--- src/rtl/mem_lsu_pkg.sv ---
// Shared encodings for the load/store unit: memory command, access size and FSM states.
package mem_lsu_pkg;

   localparam logic MEM_CMD_READ  = 1'b0;
   localparam logic MEM_CMD_WRITE = 1'b1;

   typedef enum logic [1:0] {
      LSU_SIZE_B = 2'd0,
      LSU_SIZE_H = 2'd1,
      LSU_SIZE_W = 2'd2,
      LSU_SIZE_X = 2'd3
   } lsu_size_e;

   typedef enum logic [1:0] {
      ST_IDLE   = 2'd0,
      ST_ACCESS = 2'd1,
      ST_RESP   = 2'd2
   } lsu_state_e;

   function automatic logic [31:0] word_addr(input logic [31:0] addr);
      return {addr[31:2], 2'b00};
   endfunction

endpackage

--- src/rtl/mem_lsu_lane_align.sv ---
// Byte-lane steering for a 32-bit port: store mask/data placement, load extract/extend, alignment check.
module mem_lsu_lane_align
   import mem_lsu_pkg::*;
(
   input  lsu_size_e   size_i,
   input  logic [1:0]  off_i,
   input  logic        unsigned_i,
   input  logic [31:0] wdata_i,
   input  logic [31:0] load_data_i,
   output logic [3:0]  mask_o,
   output logic [31:0] lane_wdata_o,
   output logic [31:0] ext_load_o,
   output logic        misaligned_o
);

   logic [4:0]  shamt;
   logic [31:0] rd_shifted;

   assign shamt      = {off_i, 3'b000};
   assign rd_shifted = load_data_i >> shamt;

   // size 3 is reported through misaligned_o so the caller has a single error source
   always_comb begin
      mask_o       = 4'h0;
      lane_wdata_o = 32'h0;
      ext_load_o   = 32'h0;
      misaligned_o = 1'b0;
      case (size_i)
         LSU_SIZE_B: begin
            mask_o       = 4'b0001 << off_i;
            lane_wdata_o = {24'h0, wdata_i[7:0]} << shamt;
            ext_load_o   = {{24{rd_shifted[7] & ~unsigned_i}}, rd_shifted[7:0]};
         end
         LSU_SIZE_H: begin
            mask_o       = 4'b0011 << off_i;
            lane_wdata_o = {16'h0, wdata_i[15:0]} << shamt;
            ext_load_o   = {{16{rd_shifted[15] & ~unsigned_i}}, rd_shifted[15:0]};
            misaligned_o = off_i[0];
         end
         LSU_SIZE_W: begin
            mask_o       = 4'hF;
            lane_wdata_o = wdata_i;
            ext_load_o   = load_data_i;
            misaligned_o = (off_i != 2'b00);
         end
         default: misaligned_o = 1'b1;
      endcase
   end

endmodule

--- src/rtl/mem_lsu.sv ---
// Load/store initiator: one request at a time, registered memory port, read timeout, extended result.
//
//   state     | meaning
//   ST_IDLE   | req_ready high, waiting for req_valid
//   ST_ACCESS | mem_enable high, port held; one cycle for stores, until valid/timeout for loads
//   ST_RESP   | one-cycle resp_valid pulse
module mem_lsu
   import mem_lsu_pkg::*;
#(
   parameter int unsigned TIMEOUT_CYCLES = 16
) (
   input  logic        clk_i,
   input  logic        reset_i,
   input  logic        req_valid_i,
   output logic        req_ready_o,
   input  logic        req_cmd_i,
   input  logic [1:0]  req_size_i,
   input  logic        req_unsigned_i,
   input  logic [31:0] req_addr_i,
   input  logic [31:0] req_wdata_i,
   output logic        resp_valid_o,
   output logic [31:0] resp_data_o,
   output logic        resp_err_o,
   output logic [31:0] mem_addr_o,
   output logic [3:0]  mem_mask_o,
   output logic        mem_enable_o,
   output logic        mem_cmd_o,
   output logic [31:0] mem_write_data_o,
   input  logic [31:0] mem_load_data_i,
   input  logic        mem_valid_i
);

   localparam int unsigned CW = (TIMEOUT_CYCLES > 2) ? $clog2(TIMEOUT_CYCLES) : 1;
   localparam logic [CW-1:0] TC_LOAD = CW'(TIMEOUT_CYCLES - 1);

   lsu_state_e    state_q;
   logic          cmd_q;
   lsu_size_e     size_q;
   logic          unsigned_q;
   logic [1:0]    off_q;
   logic [CW-1:0] wait_q;

   logic          resp_valid_q, resp_err_q;
   logic [31:0]   resp_data_q;
   logic [31:0]   mem_addr_q, mem_wdata_q;
   logic [3:0]    mem_mask_q;
   logic          mem_enable_q, mem_cmd_q;

   lsu_size_e     al_size;
   logic [1:0]    al_off;
   logic          al_unsigned;
   logic [3:0]    al_mask;
   logic [31:0]   al_wdata, al_ext;
   logic          al_misaligned;

   // In IDLE the aligner sees the incoming request; afterwards it works from the latched copy
   assign al_size     = (state_q == ST_IDLE) ? lsu_size_e'(req_size_i) : size_q;
   assign al_off      = (state_q == ST_IDLE) ? req_addr_i[1:0]         : off_q;
   assign al_unsigned = (state_q == ST_IDLE) ? req_unsigned_i          : unsigned_q;

   mem_lsu_lane_align u_align (
      .size_i       (al_size),
      .off_i        (al_off),
      .unsigned_i   (al_unsigned),
      .wdata_i      (req_wdata_i),
      .load_data_i  (mem_load_data_i),
      .mask_o       (al_mask),
      .lane_wdata_o (al_wdata),
      .ext_load_o   (al_ext),
      .misaligned_o (al_misaligned)
   );

   always_ff @(posedge clk_i or posedge reset_i) begin
      if (reset_i) begin
         state_q      <= ST_IDLE;
         cmd_q        <= MEM_CMD_READ;
         size_q       <= LSU_SIZE_B;
         unsigned_q   <= 1'b0;
         off_q        <= 2'b00;
         wait_q       <= '0;
         resp_valid_q <= 1'b0;
         resp_err_q   <= 1'b0;
         resp_data_q  <= 32'h0;
         mem_addr_q   <= 32'h0;
         mem_mask_q   <= 4'h0;
         mem_wdata_q  <= 32'h0;
         mem_enable_q <= 1'b0;
         mem_cmd_q    <= 1'b0;
      end else begin
         resp_valid_q <= 1'b0;
         case (state_q)
            ST_IDLE: begin
               if (req_valid_i) begin
                  cmd_q      <= req_cmd_i;
                  size_q     <= lsu_size_e'(req_size_i);
                  unsigned_q <= req_unsigned_i;
                  off_q      <= req_addr_i[1:0];
                  if (al_misaligned) begin
                     state_q      <= ST_RESP;
                     resp_valid_q <= 1'b1;
                     resp_err_q   <= 1'b1;
                     resp_data_q  <= 32'h0;
                  end else begin
                     state_q      <= ST_ACCESS;
                     wait_q       <= TC_LOAD;
                     mem_enable_q <= 1'b1;
                     mem_cmd_q    <= req_cmd_i;
                     mem_addr_q   <= word_addr(req_addr_i);
                     mem_mask_q   <= al_mask;
                     mem_wdata_q  <= (req_cmd_i == MEM_CMD_WRITE) ? al_wdata : 32'h0;
                  end
               end
            end
            ST_ACCESS: begin
               if ((cmd_q == MEM_CMD_WRITE) || mem_valid_i || (wait_q == '0)) begin
                  state_q      <= ST_RESP;
                  resp_valid_q <= 1'b1;
                  // valid on the final wait cycle still counts as a good read
                  resp_err_q   <= (cmd_q == MEM_CMD_READ) && !mem_valid_i;
                  resp_data_q  <= ((cmd_q == MEM_CMD_READ) && mem_valid_i) ? al_ext : 32'h0;
                  mem_enable_q <= 1'b0;
                  mem_cmd_q    <= 1'b0;
                  mem_addr_q   <= 32'h0;
                  mem_mask_q   <= 4'h0;
                  mem_wdata_q  <= 32'h0;
               end else begin
                  wait_q <= wait_q - CW'(1);
               end
            end
            ST_RESP: state_q <= ST_IDLE;
            default: state_q <= ST_IDLE;
         endcase
      end
   end

   assign req_ready_o      = (state_q == ST_IDLE);
   assign resp_valid_o     = resp_valid_q;
   assign resp_data_o      = resp_data_q;
   assign resp_err_o       = resp_err_q;
   assign mem_addr_o       = mem_addr_q;
   assign mem_mask_o       = mem_mask_q;
   assign mem_enable_o     = mem_enable_q;
   assign mem_cmd_o        = mem_cmd_q;
   assign mem_write_data_o = mem_wdata_q;

endmodule
--- config.mk ---
export PLATFORM = sky130hd
export DESIGN_NAME = mem_lsu
export DESIGN_NICKNAME = d
export VERILOG_FILES = /design/src/rtl/mem_lsu_pkg.sv /design/src/rtl/mem_lsu_lane_align.sv /design/src/rtl/mem_lsu.sv
export SDC_FILE = /design/constraint.sdc
export NUM_CORES = 1
export LEC_CHECK = 0
export CORE_MARGIN = 4
export CORE_UTILIZATION = 45
export DETAILED_ROUTE_END_ITERATION = 8
export PLACE_DENSITY = 0.88
export RECOVER_POWER = 100
export SETUP_SLACK_MARGIN = 0.1
export SYNTH_ARGS = -nofsm -noshare
export SYNTH_HDL_FRONTEND = slang
export SYNTH_HIERARCHICAL = 1
export SYNTH_SLANG_ARGS = --single-unit
--- constraint.sdc ---
create_clock -name clk_i -period 4.8 [get_ports clk_i]
set_clock_uncertainty 0.05 [all_clocks]
set_input_delay 0.48 -clock clk_i [delete_from_list [all_inputs] [get_ports clk_i]]
set_output_delay 0.48 -clock clk_i [all_outputs]
set_load 0.005 [all_outputs]
==> impl_metrics.tcl <==
set metrics [dict create \
    fmax_ghz 0.243 \
    dp_hpwl_um 12800 \
    ys.warnings.count 6 \
    final_util_pct 67.8 \
    yosysTopAreaCell "dfrtp_1" \
    grtUsageTotal_pct 25.7 \
    cts_hold_buf 0 \
    row_count 40 \
    cp_slowest_stage_delay_ps 900 \
    dieArea_mm2 0.0142 \
    wl_met3_um 1900 \
    clkSlewWorstSetupHoldPaths_ps 50 \
    hold_violations 0 \
    areaGrowthSynthToFinish_pct 47.2 \
    max_cap_violations 2 \
    path_max_fanout 43 \
    period_share_pct 85.8 \
    n_fill_cell 872 \
    cp_top_family "compound AO/OA/AOI/OAI gates" \
    start_util_pct 46.0 \
    first_pass_iters 5 \
    min_path_cells 1 \
    cts.sinks 114 \
    post_cts_buffers 0 \
    die_h_um 119 \
    cts_resized 0 \
    setup_viol 0 \
    clockRootBuffer "clkbuf_16" \
    hp-class "flop to flop" \
    rsz0062_at_grt "no" \
    finalPower_mw 5.07 \
    synth_flop_cell "dfrtp_1" \
    violations "capacitance limit, slew limit" \
    route.layer.met1.wl_um 7200 \
    viasPerCell 5.87 \
    dr.first_iter.drc_count 345 \
    min_to "mem_enable_o" \
    grt_pass1_wl_um 28800 \
    clkLatencyLatePin_ps 410 \
    avgSynthCellArea_um2 11.2 \
    syn_inst 495 \
    top_layer "met4" \
    die_w_um 119 \
    report.final.slew_viol_count 120 \
    slowest_stage "o221ai_4" \
    timing.rr.end "mem_write_data_o[22]" \
    relSlewSlack_pct -106 \
    cts.path.max_buffers 2 \
    synth.distinct_cells 47 \
    r2r_cells 8 \
    setup_tns_ps 0 \
    n_antenna_cell 0 \
    cts_buffers 17 \
    grt_pass1_vias 5296 \
    wire_per_inst_um 21.3 \
    pin_count 209 \
    crit_type "flop to flop" \
    grt-ovfl-total 0 \
    ant_nets 0 \
    wirelength_um 18200 \
    grt_antenna_before_repair 0 \
    status "finished, violations left" \
    reg2reg_from "state_q[0]" \
    synth_edf_count 0 \
    period_minus_slack_ps 4120 \
    cts_tree "built" \
    wl_met2_um 8610 \
    drive_gt1_share_pct 8.56 \
    fin_hold_ws_ps 433 \
    leakage_nw 3.91 \
    synth-seq-area-share_pct 51.4 \
    ys_async_sr_fraction_pct 100 \
    drcViolationCount 0 \
    critPathRequiredTime_ps 5090 \
    cp-start-kind "flop" \
    crit_chain "nor2_1 -> mux2_2 -> o21a_1 -> o22a_1 -> nor2b_1 -> o221ai_4 -> clkbuf_2 -> a22o_1" \
    grt_max_degree 85 \
    synthTopCellsByArea "dfrtp_1 (51%), a22o_1 (17%), mux2_2 (3.9%), o21ai_0 (2.6%), a21o_1 (2.4%)" \
    critPathBufInv 1 \
    netlist_area_mm2 0.00555 \
    htree_levels 4 \
    gp_congestion 0.870 \
    port_buffers 206 \
    coreArea_mm2 0.0121 \
    ir_drop_v 0.000315 \
    cp.arrival_ps 4410 \
    end_kind "flop" \
    r2r_setup_slack_ps 680 \
    worstMarginPinSlew_ps 3090 \
    synth_seq_cells 114 \
    vias 5031 \
    nNetsFinal 782 \
    powerDensity_mw_per_mm2 620 \
    worstHoldStart "mem_enable_o" \
    yosys.area.top_type_share_pct 51.4 \
]
report_power, final:
group / total (mW) / leakage (nW) / internal [mW] / switching [mW]
Combinational: 2.35 / 2.13 / 1.14 / 1.21
Clock: 1.19 / 0.273 / 0.775 / 0.413
Sequential: 1.53 / 1.51 / 1.31 / 0.221
Total: 5.07 / 3.91 / 3.22 / 1.85
worst max path at each step:
stage | startpoint | depth (start not counted) | to | slack [ps]
2_1_floorplan | reset_i | 1 | cmd_q | 1250
3_3_place_gp | state_q[0] | 8 | mem_write_data_o[23] | 1050
3_5_place_dp | state_q[0] | 8 | mem_write_data_o[22] | 830
4_1_cts | state_q[0] | 8 | mem_write_data_o[22] | 810
5_1_grt | reset_i | 3 | resp_data_o[23] | 280
6_report | state_q[0] | 8 | mem_write_data_o[22] | 680
layer usage:
layer / up-vias / global-route usage, %
li1: 2252 / -
met1: 2450 / 31.3
met2: 291 / 40.8
met3: 38 / 10.6
met4: 0 / 9.85
met5: - / 0
Yosys cell counts (2+ instances only):
cell type  count
dfrtp_1      114
a21oi_1       12
buf_2         11
inv_1         13
a22oi_1       14
nand2_1       30
o32ai_1        7
o22ai_1        2
nor3_1         8
a22o_1       107
nor3b_1        3
mux2_2        19
nor2b_1        5
buf_6          8
clkbuf_1      28
nand2b_1       5
nor2_1        11
buf_4          2
buf_1          2
and2_1        10
a21o_1        18
a221o_1        8
mux2i_1        5
o21ai_0       29
a31oi_1        2
state kept, by name, summed over array words and instances (netlist names):
signal and cells:
mem_enable_o 1, resp_valid_o 1, state_q 2, resp_err_o 1
off_q 2, mem_cmd_o 1, size_q 2, cmd_q 1
mem_addr_o 30, wait_q 4, mem_write_data_o 32, mem_mask_o 4
unsigned_q 1, resp_data_o 32
stage by stage:
step	instances	cell area (um^2)	setup WS [ps]
2_1_floorplan	496	5560	1250
3_3_place_gp	826	7640	1050
3_5_place_dp	826	7640	831
4_1_cts	857	8200	810
5_1_grt	857	8180	281
6_report	857	8180	682
cells in the final DEF (no fill, tap or decap), types with 9 or more instances in the layout:
master | Yosys | final
inv_1 | 13 | 13
a22oi_1 | 14 | 14
nor2_1 | 11 | 11
a21oi_1 | 12 | 12
a22o_1 | 107 | 107
clkbuf_16 | 0 | 17
and2_1 | 10 | 9
a21o_1 | 18 | 18
nand2_1 | 30 | 30
mux2_2 | 19 | 19
o21ai_0 | 29 | 29
clkdlybuf4s50_1 | 0 | 102
dfrtp_1 | 114 | 114
dlygate4sd3_1 | 0 | 104
logic make-up (layout without fill, tap and decap cells):
| family | Yosys count | count (layout) | share of synthesized area [%] |
|---|---|---|---|
| AOI/OAI and AO/OA | 209 | 209 | 29.6 |
| adders and majority gates | 1 | 1 | 0.225 |
| buffers and inverters | 64 | 257 | 5.79 |
| DFF | 114 | 114 | 51.4 |
| muxes | 25 | 25 | 5.16 |
| other | 1 | 2 | 0.0675 |
| and+or+nand+nor | 81 | 81 | 7.77 |
final cells by class:
| type | instances | area, um^2 | share of cell area (%) |
|---|---|---|---|
| Tap cell | 168 | 210 | 2.57 |
| Clock inverter | 4 | 47.5 | 0.582 |
| Timing Repair Buffer | 213 | 2100 | 25.7 |
| Clock buffer | 27 | 513 | 6.27 |
| Inverter | 13 | 48.8 | 0.597 |
| Multi-Input combinational cell | 318 | 2400 | 29.4 |
| Sequential cell | 114 | 2850 | 34.9 |
Note: power is estimated with default switching activity, not from simulation.
